**src/rtl/scan_chain_controller.sv**
```systemverilog
// Scan chain controller: shifts one design's input word into a serial chain of NUM_DESIGNS
// designs, latches it, captures every design's outputs, and returns the selected design's
// outputs one frame later.
// Latency: a frame is (NUM_DESIGNS*IO_WIDTH+2)*2*CLK_DIV+2 clk cycles. ready/outputs
// update in the DONE cycle of the frame after the one that captured them.
// Backpressure: none. Frames run while enable is high, or one frame per enable rising
// edge when SCAN_ONESHOT_EN is defined.
//
// Optional build macro: SCAN_ONESHOT_EN (edge-triggered one-shot frames, one-deep pending).
//
// Ports:
//   clk, resetb                : system clock, asynchronous active-low reset
//   enable                     : run control (level, or rising edge in one-shot builds)
//   active_select, inputs      : design index and its input word, sampled at frame start
//   outputs, ready             : previous frame's read-back of the selected design, 1-clk strobe
//   scan_clk, scan_data_out    : chain shift clock and serial data into the chain head
//   scan_data_in               : serial data from the chain tail
//   scan_select                : chain capture-mode select
//   scan_latch_enable          : design input latch strobe
module scan_chain_controller #(
    parameter int NUM_DESIGNS = 498,
    parameter int IO_WIDTH    = 8,
    parameter int SEL_WIDTH   = 9,
    parameter int CLK_DIV     = 1
) (
    input  logic                 clk,
    input  logic                 resetb,
    input  logic                 enable,
    input  logic [SEL_WIDTH-1:0] active_select,
    input  logic [IO_WIDTH-1:0]  inputs,
    output logic [IO_WIDTH-1:0]  outputs,
    output logic                 ready,
    output logic                 scan_clk,
    output logic                 scan_data_out,
    input  logic                 scan_data_in,
    output logic                 scan_select,
    output logic                 scan_latch_enable
);

    localparam int CHAIN_LEN = NUM_DESIGNS * IO_WIDTH;
    localparam int BIT_W     = $clog2(CHAIN_LEN + 1);
    localparam int PH_W      = $clog2(2 * CLK_DIV + 1);

    localparam logic [PH_W-1:0]  PH_LAST  = PH_W'(2 * CLK_DIV - 1);
    localparam logic [PH_W-1:0]  PH_HI    = PH_W'(CLK_DIV);
    localparam logic [PH_W-1:0]  PH_PRE   = PH_W'(CLK_DIV - 1);
    localparam logic [BIT_W-1:0] BIT_LAST = BIT_W'(CHAIN_LEN - 1);

    typedef enum logic [2:0] {
        IDLE,
        SHIFT,
        LATCH,
        CAPTURE,
        DONE
    } state_t;

    state_t               state_q, state_d;
    logic [PH_W-1:0]      phase_q, phase_d;
    logic [BIT_W-1:0]     bit_q, bit_d;
    logic [SEL_WIDTH-1:0] sel_q, sel_d;
    logic [IO_WIDTH-1:0]  inputs_q, inputs_d;
    logic [IO_WIDTH-1:0]  rb_q, rb_d;
    logic [IO_WIDTH-1:0]  outputs_q, outputs_d;
    logic                 ready_q, ready_d;
    logic                 primed_q, primed_d;
    logic                 sclk_q, sclk_d;
    logic                 sdo_q, sdo_d;
    logic                 ssel_q, ssel_d;
    logic                 sle_q, sle_d;

    logic                 trigger;
    logic                 samp_hit, drv_hit;
    int                   samp_off, drv_off;

    // Bit i of the shift lands at chain position CHAIN_LEN-1-i once all bits are in,
    // so the first bit shifted belongs to the far end of the chain.
    function automatic logic pos_hit(input logic [BIT_W-1:0] idx, input logic [SEL_WIDTH-1:0] s);
        int q;
        int base;
        q    = CHAIN_LEN - 1 - int'(idx);
        base = int'(s) * IO_WIDTH;
        return (int'(s) < NUM_DESIGNS) && (q >= base) && (q < base + IO_WIDTH);
    endfunction

    function automatic int pos_off(input logic [BIT_W-1:0] idx, input logic [SEL_WIDTH-1:0] s);
        return CHAIN_LEN - 1 - int'(idx) - int'(s) * IO_WIDTH;
    endfunction

`ifdef SCAN_ONESHOT_EN
    logic en_q;
    logic pend_q, pend_d;
    logic en_rise;

    assign en_rise = enable & ~en_q;
    assign trigger = en_rise | pend_q;

    // An edge seen while a frame is busy is held until the FSM is back in IDLE.
    always_comb begin
        pend_d = pend_q;
        if (state_q == IDLE) begin
            pend_d = 1'b0;
        end else if (en_rise) begin
            pend_d = 1'b1;
        end
    end

    always_ff @(posedge clk or negedge resetb) begin
        if (!resetb) begin
            en_q   <= 1'b0;
            pend_q <= 1'b0;
        end else begin
            en_q   <= enable;
            pend_q <= pend_d;
        end
    end
`else
    assign trigger = enable;
`endif

    always_comb begin
        state_d   = state_q;
        phase_d   = phase_q;
        bit_d     = bit_q;
        sel_d     = sel_q;
        inputs_d  = inputs_q;
        rb_d      = rb_q;
        outputs_d = outputs_q;
        ready_d   = 1'b0;
        primed_d  = primed_q;
        samp_hit  = pos_hit(bit_q, sel_q);
        samp_off  = pos_off(bit_q, sel_q);

        unique case (state_q)
            IDLE: begin
                if (trigger) begin
                    sel_d    = active_select;
                    inputs_d = inputs;
                    phase_d  = '0;
                    bit_d    = '0;
                    state_d  = SHIFT;
                end
            end
            SHIFT: begin
                // This edge raises scan_clk; the chain shifts after we sample its tail.
                if (phase_q == PH_PRE) begin
                    for (int j = 0; j < IO_WIDTH; j++) begin
                        if (samp_hit && (samp_off == j)) begin
                            rb_d[j] = scan_data_in;
                        end
                    end
                end
                if (phase_q == PH_LAST) begin
                    phase_d = '0;
                    if (bit_q == BIT_LAST) begin
                        bit_d   = '0;
                        state_d = LATCH;
                    end else begin
                        bit_d = bit_q + 1'b1;
                    end
                end else begin
                    phase_d = phase_q + 1'b1;
                end
            end
            LATCH: begin
                if (phase_q == PH_LAST) begin
                    phase_d = '0;
                    state_d = CAPTURE;
                end else begin
                    phase_d = phase_q + 1'b1;
                end
            end
            CAPTURE: begin
                if (phase_q == PH_LAST) begin
                    phase_d = '0;
                    state_d = DONE;
                    // Loaded on entry so outputs and ready are valid during DONE itself.
                    if (primed_q) begin
                        ready_d   = 1'b1;
                        outputs_d = (int'(sel_q) < NUM_DESIGNS) ? rb_q : '0;
                    end
                end else begin
                    phase_d = phase_q + 1'b1;
                end
            end
            DONE: begin
                primed_d = 1'b1;
                state_d  = IDLE;
            end
            default: begin
                state_d = IDLE;
            end
        endcase

        // Chain controls are decoded from the next state so the registered pins line up
        // with the state they belong to.
        sclk_d  = ((state_d == SHIFT) || (state_d == CAPTURE)) && (phase_d >= PH_HI);
        ssel_d  = (state_d == CAPTURE);
        sle_d   = (state_d == LATCH);
        drv_hit = pos_hit(bit_d, sel_d);
        drv_off = pos_off(bit_d, sel_d);
        sdo_d   = 1'b0;
        if (state_d == SHIFT) begin
            for (int j = 0; j < IO_WIDTH; j++) begin
                if (drv_hit && (drv_off == j)) begin
                    sdo_d = inputs_d[j];
                end
            end
        end
    end

    always_ff @(posedge clk or negedge resetb) begin
        if (!resetb) begin
            state_q   <= IDLE;
            phase_q   <= '0;
            bit_q     <= '0;
            sel_q     <= '0;
            inputs_q  <= '0;
            rb_q      <= '0;
            outputs_q <= '0;
            ready_q   <= 1'b0;
            primed_q  <= 1'b0;
            sclk_q    <= 1'b0;
            sdo_q     <= 1'b0;
            ssel_q    <= 1'b0;
            sle_q     <= 1'b0;
        end else begin
            state_q   <= state_d;
            phase_q   <= phase_d;
            bit_q     <= bit_d;
            sel_q     <= sel_d;
            inputs_q  <= inputs_d;
            rb_q      <= rb_d;
            outputs_q <= outputs_d;
            ready_q   <= ready_d;
            primed_q  <= primed_d;
            sclk_q    <= sclk_d;
            sdo_q     <= sdo_d;
            ssel_q    <= ssel_d;
            sle_q     <= sle_d;
        end
    end

    assign outputs           = outputs_q;
    assign ready             = ready_q;
    assign scan_clk          = sclk_q;
    assign scan_data_out     = sdo_q;
    assign scan_select       = ssel_q;
    assign scan_latch_enable = sle_q;

endmodule

```
**config.mk**
```make
export PLATFORM = sky130hd
export DESIGN_NAME = scan_chain_controller
export DESIGN_NICKNAME = d
export VERILOG_FILES = /design/src/rtl/scan_chain_controller.sv
export SDC_FILE = /design/constraint.sdc
export NUM_CORES = 1
export LEC_CHECK = 0
export ABC_AREA = 1
export CAP_MARGIN = 10
export CORE_MARGIN = 2
export CORE_UTILIZATION = 40
export CTS_BUF_LIST = sky130_fd_sc_hd__clkbuf_16
export DETAILED_ROUTE_END_ITERATION = 10
export PLACE_DENSITY = 0.62
export SETUP_SLACK_MARGIN = 0.1
export SLEW_MARGIN = 20
export SYNTH_ARGS = -nofsm -noshare
export SYNTH_HDL_FRONTEND = slang
export SYNTH_SLANG_ARGS = --single-unit
```
**constraint.sdc**
```tcl
create_clock -name clk -period 4.1 [get_ports clk]
set_input_delay 0.82 -clock clk [delete_from_list [all_inputs] [get_ports clk]]
set_output_delay 0.82 -clock clk [all_outputs]
set_load 0.005 [all_outputs]
```
==> flow_summary.toml <==
[outcome]
run_status = "finished, final reports clean"

[timing]
hold_viol = 0
fin_crit_sh_pct = 88.45
skew_ns = 0.009233
slew_violations = 0
rsz0062_at_grt = "false"
setup-tns-final_ns = 0
slew_headroom_pct = 41.67
post-route-min-period_ns = 3.627
tightest_slew_ns = 0.8702
max_freq_mhz = 275.7
setup_viol = 0
layout_setup_ws_ns = 0.4734

[floorplan]
fp.dieW_um = 114.7
die_area_um2 = 13150
placeableCoreArea_um2 = 11960
boundaryPins = 34
fp-row-count = 40
start_util_pct = 40.97
die_h_um = 114.7

[cells_and_area]
final_common_cell = "nand2_1"
multi_input_area_um2 = 3018
drive_above_1_share_pct = 14.45
design_area_um2 = 5642
syn_to_final_growth_pct = 15.11
nFillCells = 1215
layout_common_cells = "138 x nand2_1, 102 x inv_1, 62 x nand3_1, 53 x dfrtp_1, 45 x ha_1"
diodes = 0
fin_nets = 781
seqCellArea_um2 = 1405

[yosys]
syn_nets = 734
synthArstFlopShare_pct = 100.0
yosys_warnings = 0
yosysSeqAreaShare_pct = 28.59
synth_edf_count = 0
ys.flop_type = "dfrtp_1"
synth_area_um2 = 4901
synth-seq-cells = 56
synth_cell_types = 44
syn_avg_cell_area_um2 = 7.370
synthCells = 665

[power]
power_density_nw_per_um2 = 183.1
max-vdd-ir-drop_uv = 145.9
leakagePower_nw = 2.768
total_power_mw = 1.033

[clocking]
clock-sinks = 56
clk_pin_slew_ns = 0.08
worstSkewPairLatency_ns = 0.31
cts_tree = "yes"
root_buffer = "clkbuf_16"
hold_buffers = 0
cts_buffers = 5
h-tree-depth = 2
clock_path_buffers = 2

[route]
drtIter0Drc = 194
vias = 4291
wire_per_inst_um = 13.28
drt_pre_antenna_iters = 5
ant_nets = 0
wl_mm = 11.42
vias_per_cell = 4.990
drcViolationCount = 0

[worst_hold_path]
hold_depth = 2
worstHoldPathType = "flop to flop"
min_to = "primed_q"
hp-start = "primed_q"

[worst_setup_path]
crit_type = "flop to flop"
r2r-end = "scan_data_out"
critPathMaxStageDelay_ns = 0.45
setup.worst_path.start = "bit_q[4]"
cp-start-kind = "flop"
path_buf_inv = 5
worst-r2r-cell-count = 26
r2r_start = "bit_q[4]"
critPathSlowestCell = "dfrtp_2"
crit_fanout = 5
cp.arrival_ns = 3.87
end_kind = "flop"
rrSetupSlack_ns = 0.47
required_ns = 4.35
crit_family = "simple AND/OR/NAND/NOR gates"

[grt]
grt_antenna_before_repair = 0
grt_max_degree = 33
grtUsageTotal_pct = 18.39
grt_pass1_wl_mm = 19.30
grt_pass1_vias = 4017
overflow = 0

[run]
drv_cap = 0

[placement]
dpl_worst_slack_ns = 0.1408
io_buffer_count = 33
place_area_um2 = 5426
gpl.final_weighted_congestion = 0.8769
dp_hpwl_mm = 9.328
[logic make-up (layout without fill, tap and decap cells)]
kind of cell | Yosys count | after routing | share of synthesized area (%)
flip-flops | 56 | 56 | 28.59
buffers and inverters | 125 | 173 | 10.29
AO/OA/AOI/OAI | 79 | 79 | 10.26
AND/OR/NAND/NOR | 320 | 320 | 31.68
adder cells (fa/ha/maj) | 48 | 48 | 12.56
XOR/XNOR | 37 | 37 | 6.612
[flip-flops by register name (all words and copies together), names as in the netlist, 2 cells and up]
name,flops
bit_q,12
sel_q,9
state_q,3
outputs,8
phase_q,2
rb_q,8
inputs_q,8
[per-layer routing]
layer	wire length [um]	vias up	track usage, %
met5	0	-	0
met4	172	0	4.177
met3	468	14	3.600
met2	5342	74	30.30
met1	5440	1959	25.02
li1	-	2244	-
[report_power, final]
part | switching (mW) | total (mW) | leakage, nW | internal [mW]
logic | 0.0180 | 0.0361 | 1.97 | 0.0182
clock network | 0.213 | 0.445 | 0.0744 | 0.231
registers | 0 | 0.552 | 0.726 | 0.552
[Yosys cell counts, types with 2 or more instances]
master	number	share of area [%]
nand2_4	4	0.92
nand3_1	62	6.3
or2_2	8	1.0
dfrtp_1	56	29
nand2_2	9	1.1
nor2_2	6	0.77
ha_1	46	12
o21ai_1	6	0.61
o21ai_0	26	2.7
buf_6	2	0.46
a31oi_1	3	0.38
nor2_4	5	1.1
nand2_1	138	11
o21ai_2	7	1.3
nor3_2	2	0.41
nor2_1	45	3.4
fa_1	2	0.82
nand4_1	16	2.0
xor2_1	32	5.7
xnor2_1	5	0.89
o21a_1	2	0.31
inv_2	11	0.84
o21bai_1	3	0.46
a21oi_1	22	2.2
nand3_2	8	1.6
inv_1	104	8.0
nand3b_1	3	0.46
buf_4	2	0.31
o21bai_2	2	0.46
o211ai_1	2	0.31
nor3_1	12	1.2
inv_4	2	0.26
[final cells by class]
class	count	share of cell area (%)
multi-input combinational	484	53.49
sequential	56	24.91
inverter	118	8.028
timing repair buffer	47	7.629
tap	147	3.260
clock buffer	5	2.218
clock inverter	3	0.4657
[stage by stage]
step	hold slack, ns	std cells	util [%]
final	0.4659	860	47.17
after global routing	0.5244	860	47.17
after CTS	0.4721	855	46.63
after detailed placement	0.4527	847	45.37
after global placement	0.4493	847	45.37
after floorplan	0.4316	665	-
[worst max path at each step]
stage / end / cells past startpoint
after floorplan: scan_data_out / 26
after global placement: scan_data_out / 24
after detailed placement: scan_data_out / 21
after CTS: scan_data_out / 24
after global routing: scan_data_out / 26
final: scan_data_out / 26
[worst register-to-register path, stage by stage (launching register included)]
cell,delay (ns)
dfrtp_2,0.45
inv_2,0.13
ha_2,0.23
nand3_1,0.10
nor2_2,0.15
nand3_2,0.13
nand2_4,0.13
inv_4,0.06
nand3_1,0.07
o21ai_2,0.08
inv_1,0.06
ha_1,0.18
inv_1,0.07
o21ai_2,0.17
inv_1,0.08
nand3_1,0.11
xor2_2,0.23
ha_1,0.31
nand2_1,0.07
nor2_1,0.04
nor2_1,0.12
nand3_1,0.10
xor2_1,0.14
nand4_1,0.10
nor2_1,0.09
nand4_1,0.08
nor2_1,0.09
[timing repair]
| action | in CTS | in global routing |
|---|---|---|
| buffers inserted | 0 | 5 |
| gates resized for setup | 0 | 10 |
| setup endpoints to repair | 0 | 1 |
(Power assumes the default switching activity.)
